### config.mk
export PLATFORM = sky130hd
export DESIGN_NAME = uart_tx
export DESIGN_NICKNAME = d
export VERILOG_FILES = /design/src/rtl/uart_pkg.sv /design/src/rtl/uart_baud_cnt.sv /design/src/rtl/uart_tx.sv
export SDC_FILE = /design/constraint.sdc
export NUM_CORES = 1
export LEC_CHECK = 0
export ABC_AREA = 0
export BUFFER_PORTS_ARGS = -buffer_cell sky130_fd_sc_hd__buf_4
export CAP_MARGIN = 25
export CORE_MARGIN = 3
export CORE_UTILIZATION = 25
export CTS_CLUSTER_SIZE = 28
export DETAILED_ROUTE_END_ITERATION = 10
export HOLD_SLACK_MARGIN = 0.05
export PLACE_DENSITY = 0.41
export SYNTH_ARGS = -nofsm -noshare
export SYNTH_HDL_FRONTEND = slang
export SYNTH_HIERARCHICAL = 1
export SYNTH_SLANG_ARGS = --single-unit
### constraint.sdc
create_clock -name clk -period 6 [get_ports clk]
set_clock_uncertainty 0.15 [all_clocks]
set_input_delay 1.5 -clock clk [delete_from_list [all_inputs] [get_ports clk]]
set_output_delay 1.5 -clock clk [all_outputs]
set_load 0.01 [all_outputs]
### src/rtl/uart_pkg.sv
// Shared UART definitions for the transmitter (and later the receiver).
// UART_TX_PARITY_EN selects an 11-bit frame carrying an even-parity bit.
package uart_pkg;

    typedef enum logic {
        IDLE     = 1'b0,
        TRANSMIT = 1'b1
    } tx_state_t;

`ifdef UART_TX_PARITY_EN
    localparam int unsigned FRAME_BITS = 11;
`else
    localparam int unsigned FRAME_BITS = 10;
`endif

    localparam int unsigned BAUD_DIV_19200 = 2604;

endpackage

### src/rtl/uart_baud_cnt.sv
// Bit-period counter: pulses shift on the last clock of each BAUD_DIV-cycle period.
// PRELOAD_HALF makes clr load half a period, for a receiver sampling mid-bit.
module uart_baud_cnt #(
    parameter int unsigned BAUD_DIV     = 2604,
    parameter bit          PRELOAD_HALF = 1'b0
) (
    input  logic clk,
    input  logic rst_n,
    input  logic clr,
    input  logic en,
    output logic shift
);

    localparam int unsigned CW = $clog2(BAUD_DIV);
    localparam logic [CW-1:0] LAST  = CW'(BAUD_DIV - 1);
    localparam logic [CW-1:0] START = PRELOAD_HALF ? CW'(BAUD_DIV / 2) : '0;

    logic [CW-1:0] r_cnt;

    // Wraps to zero on the same cycle shift is asserted.
    always_ff @(posedge clk or negedge rst_n) begin
        if (!rst_n) begin
            r_cnt <= '0;
        end else if (clr) begin
            r_cnt <= START;
        end else if (en) begin
            r_cnt <= (r_cnt == LAST) ? '0 : r_cnt + CW'(1);
        end
    end

    assign shift = en && (r_cnt == LAST);

endmodule

### src/rtl/uart_tx.sv
// 8N1 UART transmitter; TX comes straight from bit 0 of the shift register.
// Define UART_TX_PARITY_EN to insert an even-parity bit before the stop bit.
module uart_tx
    import uart_pkg::*;
#(
    parameter int unsigned BAUD_DIV = BAUD_DIV_19200
) (
    input  logic       clk,
    input  logic       rst_n,
    input  logic       trmt,
    input  logic [7:0] tx_data,
    output logic       TX,
    output logic       tx_done
);

    localparam int unsigned SR_W = FRAME_BITS - 1;

    tx_state_t       r_state;
    logic [SR_W-1:0] r_shift;
    logic [3:0]      r_bit_cnt;
    logic            r_done;

    logic            w_load;
    logic            w_en;
    logic            w_shift;
    logic            w_last;
    logic [SR_W-1:0] w_load_val;

    assign w_load = (r_state == IDLE) && trmt;
    assign w_en   = (r_state == TRANSMIT);
    // The final shift moves the stop bit out; a 1 fills in, so the line stays high.
    assign w_last = w_shift && (r_bit_cnt == 4'(FRAME_BITS - 1));

`ifdef UART_TX_PARITY_EN
    assign w_load_val = {^tx_data, tx_data, 1'b0};
`else
    assign w_load_val = {tx_data, 1'b0};
`endif

    uart_baud_cnt #(
        .BAUD_DIV     (BAUD_DIV),
        .PRELOAD_HALF (1'b0)
    ) u_baud_cnt (
        .clk   (clk),
        .rst_n (rst_n),
        .clr   (w_load),
        .en    (w_en),
        .shift (w_shift)
    );

    always_ff @(posedge clk or negedge rst_n) begin
        if (!rst_n) begin
            r_state   <= IDLE;
            r_shift   <= '1;
            r_bit_cnt <= 4'd0;
            r_done    <= 1'b0;
        end else begin
            case (r_state)
                IDLE: begin
                    if (trmt) begin
                        r_state   <= TRANSMIT;
                        r_shift   <= w_load_val;
                        r_bit_cnt <= 4'd0;
                        r_done    <= 1'b0;
                    end
                end
                TRANSMIT: begin
                    if (w_shift) begin
                        r_shift   <= {1'b1, r_shift[SR_W-1:1]};
                        r_bit_cnt <= r_bit_cnt + 4'd1;
                        if (w_last) begin
                            r_done  <= 1'b1;
                            r_state <= IDLE;
                        end
                    end
                end
                default: r_state <= IDLE;
            endcase
        end
    end

    assign TX      = r_shift[0];
    assign tx_done = r_done;

endmodule

Word level (Yosys, flattened, before mapping)
Index checks and enable logic that the tools add are counted.
- flip-flop bits (word level): 27
- bits in latches: 0
- memories kept: 0
- output and inout port bits: 2
- logic and storage cells: 36
- input bits: 11
- RAM bits: 0
- ROM bits: 0
- magnitude comparators: 0
- $mul: 0
- bitwise operators: 1
- shift operators: 0
- add/subtract/negate cells: 2
- divide/modulo/power cells: 0
- reduce and logical (&&, ||, !) cells: 6
- eq/ne operators: 5
- mux-type cells: 17
- operator list (operator ; count):
    $mux W12 ; 3
    $mux W9 ; 2
    $pmux W9 S2 ; 1
    $add A12 B1 Y12 const B ; 1
    $eq A12 B12 Y1 const B ; 1
    $mux W4 ; 2
    $pmux W4 S2 ; 1
    $mux W1 ; 6
    $add A4 B1 Y4 const B ; 1
    $eq A4 B4 Y1 const B ; 1
    $ne A2 B1 Y1 const B ; 2
    $pmux W1 S2 ; 2
    $logic_and A1 B1 Y1 ; 3
    $reduce_and A3 Y1 ; 1
    $ne A2 B2 Y1 const B ; 1
    $reduce_and A2 Y1 ; 1
    $reduce_bool A2 Y1 ; 1
    $not A1 Y1 ; 1

Longest topological paths before layout
- word-level depth: 6
- mapped depth: 9
- mapped depth without buffers: 7

Hierarchy
Netlist, hierarchy kept.
- by module, submodules not included (module ; area an instance (um^2) ; sequential area each (um^2) ; times used ; cells each):
    uart_tx ; 738.2 ; 386.6 ; 1 ; 72
    uart_baud_cnt ; 690.7 ; 300.3 ; 1 ; 72

Least setup slack after synthesis
Ideal clock, no wire load.
- path type: input-to-reg
- from: input trmt
- to: register u_baud_cnt.r_cnt[6]
- data required time: 5.728 ns
- buffers on the path: 0
- cell stages on the path: 6
- data arrival time: 2.370 ns
- path slack: 3.358 ns
- cell sequence: nand2b_1 -> inv_1 -> o21ai_0 -> or3_1 -> xor2_1 -> nor2_1
- cells in the longest elaborated chain, start to end: 2
- RTL lines (what ; line ; source):
    start, declared ; uart_tx.sv:10 ; input logic trmt,
    $logic_and A1 B1 Y1 (*) ; uart_tx.sv:29 ; assign w_load = (r_state == IDLE) && trmt;
    net w_load ; uart_tx.sv:23 ; logic w_load;
    $mux W12 or $reduce_bool A2 Y1 (tied branches) ; n/a ;
    end signal, assigned ; uart_baud_cnt.sv:27 ; r_cnt <= (r_cnt == LAST) ? '0 : r_cnt + CW'(1);
    end, declared ; uart_baud_cnt.sv:18 ; logic [CW-1:0] r_cnt;
The timed path passes the listed nets; every way through them passes the cells marked *.
A chain may end at the register's enable or synchronous reset.

Worst setup path in the final report
Ends and elaborated chain as after synthesis.

==> results.py <==
metrics = {
    "clock_tree": {
        "cts.sinks": 27,
        "clkTransAtPathRegs_ps": 100,
        "htreeDepth": 1,
        "clockBufferDepth": 2,
        "postCtsSetupBuffers": 0,
        "ctsResizeCount": 0,
        "cts-root-buf": "clkbuf_8",
        "cts_tree": "built",
        "cts_buffers": 3,
        "clock_latency_ps": 270,
        "cts_hold_buf": 0,
    },
    "timing": {
        "max_slew.worst_pin.slew_ps": 404,
        "grt_setup_unrepaired": "no",
        "timing.final.crit_period_ps": 2640,
        "setup_viol": 0,
        "min_period_over_period_pct": 43.9,
        "final.setup.tns_ps": 0,
        "hold_viol_final": 0,
        "maxSlewHeadroom_pct": 72.3,
        "drv_slew": 0,
        "fmax_mhz": 379,
    },
    "worst_setup_path": {
        "required_ps": 6050,
        "r2r-start": "u_baud_cnt/r_cnt[0]",
        "crit_type": "input port to flip-flop",
        "slowest_delay_ps": 340,
        "path_delay_family": "simple AND/OR/NAND/NOR gates",
        "r2r-end": "r_bit_cnt[3]",
        "arrival_ps": 2690,
        "worst-path-max-fanout": 10,
        "start_kind": "input port",
        "crit_path_top_delay_cell": "or3_1",
        "end_kind": "flip-flop",
        "cp_cell_sequence": "buf_4 > nand2b_1 > inv_1 > o21ai_0 > or3_1 > xor2_1 > nor2_1",
        "crit_buf_inv": 2,
        "reg2regPathDepth": 7,
        "r2r_setup_slack_ps": 3590,
    },
    "routing": {
        "num_vias": 1073,
        "antenna_left": 0,
        "wirelength_um": 2790,
        "via_per_inst": 4.73,
        "dr.pass1.iters": 4,
        "wl_per_cell_um": 12.3,
        "drc": 0,
        "drt_iter0_drc": 38,
    },
    "yosys": {
        "yosys.area.top_type": "dfrtp_1",
        "ys.flop_type": "dfrtp_1",
        "synth_common_cells": "dfrtp_1 (18), nand2_1 (17), o21ai_0 (15)",
        "synth-async-reset-ratio_pct": 100,
        "synth_area_leaders": "dfrtp_1 (32%), dfstp_2 (17%), mux2i_1 (5.6%)",
        "syn_area_per_cell_sq_um": 9.92,
        "ys_ff_latch": 27,
        "ys_types": 39,
        "synth-edff-count": 0,
        "ys.warnings.count": 6,
        "yosysSeqAreaShare_pct": 48.1,
        "synth_cells": 144,
        "syn_nets": 158,
        "synth_most_common_cell": "dfrtp_1",
        "netlist_area_sq_um": 1430,
        "yosys.area.top_type_share_pct": 31.5,
    },
    "pwr": {
        "switchingPower_mw": 0.137,
        "seqPwrFrac_pct": 57.6,
        "leakagePower_nw": 0.748,
        "ir_worst_vdd_v": 0.000131,
        "p_sw_share_pct": 30.6,
        "intPower_mw": 0.312,
        "power_frac_clock_pct": 23.2,
        "power_density_nw_per_um2": 274,
        "pwr-share-comb_pct": 19.2,
    },
    "floorplanning": {
        "core-area_sq_um": 5300,
        "rows": 26,
        "die-height_um": 81.6,
        "io_pins": 13,
        "start_util_pct": 26.9,
        "die_area_sq_um": 6660,
        "die_w_um": 81.6,
    },
    "cells_and_area": {
        "layout.nets": 172,
        "ff_latch_area_sq_um": 687,
        "drive_gt1_share_pct": 20.4,
        "fin_util_pct": 30.9,
        "syn_to_final_growth_pct": 14.5,
        "fillCellCount": 573,
        "antenna-diode-count": 0,
        "multi_input_comb_area_sq_um": 678,
    },
    "global_routing": {
        "grt_pass1_vias": 1084,
        "antenna_found_initial": 0,
        "track_usage_pct": 9.30,
        "grt_max_degree": 28,
        "grt_pass1_wl_um": 4890,
        "grt_overflow": 0,
    },
    "placed_design": {
        "dp_hpwl_um": 2010,
        "portBuffers": 12,
        "gp_congestion": 0.750,
    },
    "flow_run": {
        "maxCapViolations": 0,
    },
    "hold_path": {
        "holdPathStages": 2,
        "hold_start": "r_shift[8]",
        "holdCritPathClass": "flip-flop to flip-flop",
        "min_to": "r_shift[8]",
    },
    "status": {
        "status": "complete, no violations",
    },
}
## kinds of logic after synthesis
kind of cell,synth area share [%]
compound gates,14.7
xor+xnor,4.29
fa+ha+maj,2.63
buf+inv,4.47
flops,48.1
mux,7.18
simple gates,18.7
## layer usage
layer	global-route usage, %	part of all wire [%]
met3	2.74	3.9
met5	0	0
met4	1.50	0.68
met2	15.2	49
met1	12.4	47
## layout by cell type, fill, tap and decap left out, drive strengths merged
cell / synthesis / final
nand3: 4 / 4
o2111ai: 2 / 2
clkbuf: 0 / 3
nand4: 2 / 2
xnor2: 3 / 3
nor3: 2 / 2
buf: 5 / 14
mux2: 2 / 2
a22o: 2 / 2
ha: 3 / 3
a21oi: 5 / 5
nand2b: 3 / 3
nor2: 13 / 13
nand3b: 1 / 1
a31oi: 1 / 1
or2: 1 / 1
a21o: 1 / 1
o21ai: 16 / 16
o31a: 1 / 1
nand4bb: 1 / 1
nand2: 17 / 17
xor2: 4 / 4
nand4b: 1 / 1
clkinvlp: 0 / 1
o41a: 1 / 1
nor4: 1 / 1
o31ai: 1 / 1
dfstp: 9 / 9
mux2i: 8 / 8
or3: 4 / 4
dfrtp: 18 / 18
o311a: 1 / 1
o211ai: 1 / 1
and4b: 1 / 1
inv: 8 / 8
and2: 1 / 1
## worst max path at each step
stage / from / end / slack (ps) / cells after the start
2_1_floorplan: trmt / u_baud_cnt/r_cnt[6] / 3360 / 6
3_3_place_gp: trmt / r_bit_cnt[3] / 2860 / 4
3_5_place_dp: trmt / u_baud_cnt/r_cnt[6] / 3090 / 7
4_1_cts: trmt / u_baud_cnt/r_cnt[6] / 3360 / 7
5_1_grt: trmt / u_baud_cnt/r_cnt[6] / 3240 / 7
6_report: trmt / u_baud_cnt/r_cnt[6] / 3360 / 7
## power by group through the flow
stage	logic, mW	clock network (mW)	registers [mW]
6_report	0.0863	0.104	0.259
3_3_place_gp	0.0852	0	0.262
4_1_cts	0.0885	0.111	0.259
5_1_grt	0.103	0.117	0.266
3_5_place_dp	0.0875	0	0.263
2_1_floorplan	0.0668	0	0.253
## registers in the layout, indices dropped and copies added (netlist names)
| name | cells |
|---|---|
| r_bit_cnt | 4 |
| r_shift | 9 |
| r_state | 1 |
| tx_done | 1 |
| u_baud_cnt/r_cnt | 12 |
## worst register-to-register path: stages (launching register included)
cell and delay, ps:
dfrtp_1 400, ha_1 250, nand4bb_1 170, nor3_1 330
and2_1 310, mux2i_1 210, or3_1 380, a21oi_1 140
## metrics by stage
step / setup WS (ps) / hold slack [ps] / area [sq um] / power, mW / instances
floorplan: 3360 / 289 / 1430 / 0.319 / 144
global placement: 2860 / 305 / 1580 / 0.347 / 222
detailed placement: 3090 / 308 / 1590 / 0.350 / 223
CTS: 3360 / 326 / 1640 / 0.459 / 227
global route: 3240 / 354 / 1640 / 0.486 / 227
finish: 3360 / 321 / 1640 / 0.449 / 227
## layout make-up
class,instances,area share (%)
clock buffer,3,2.52
clock inverter,1,0.459
inverter,8,1.83
multi-input combinational,104,41.4
sequential,27,42.0
tap,70,5.35
timing repair buffer,14,6.42
No activity file was read; power rests on OpenSTA's default activity.
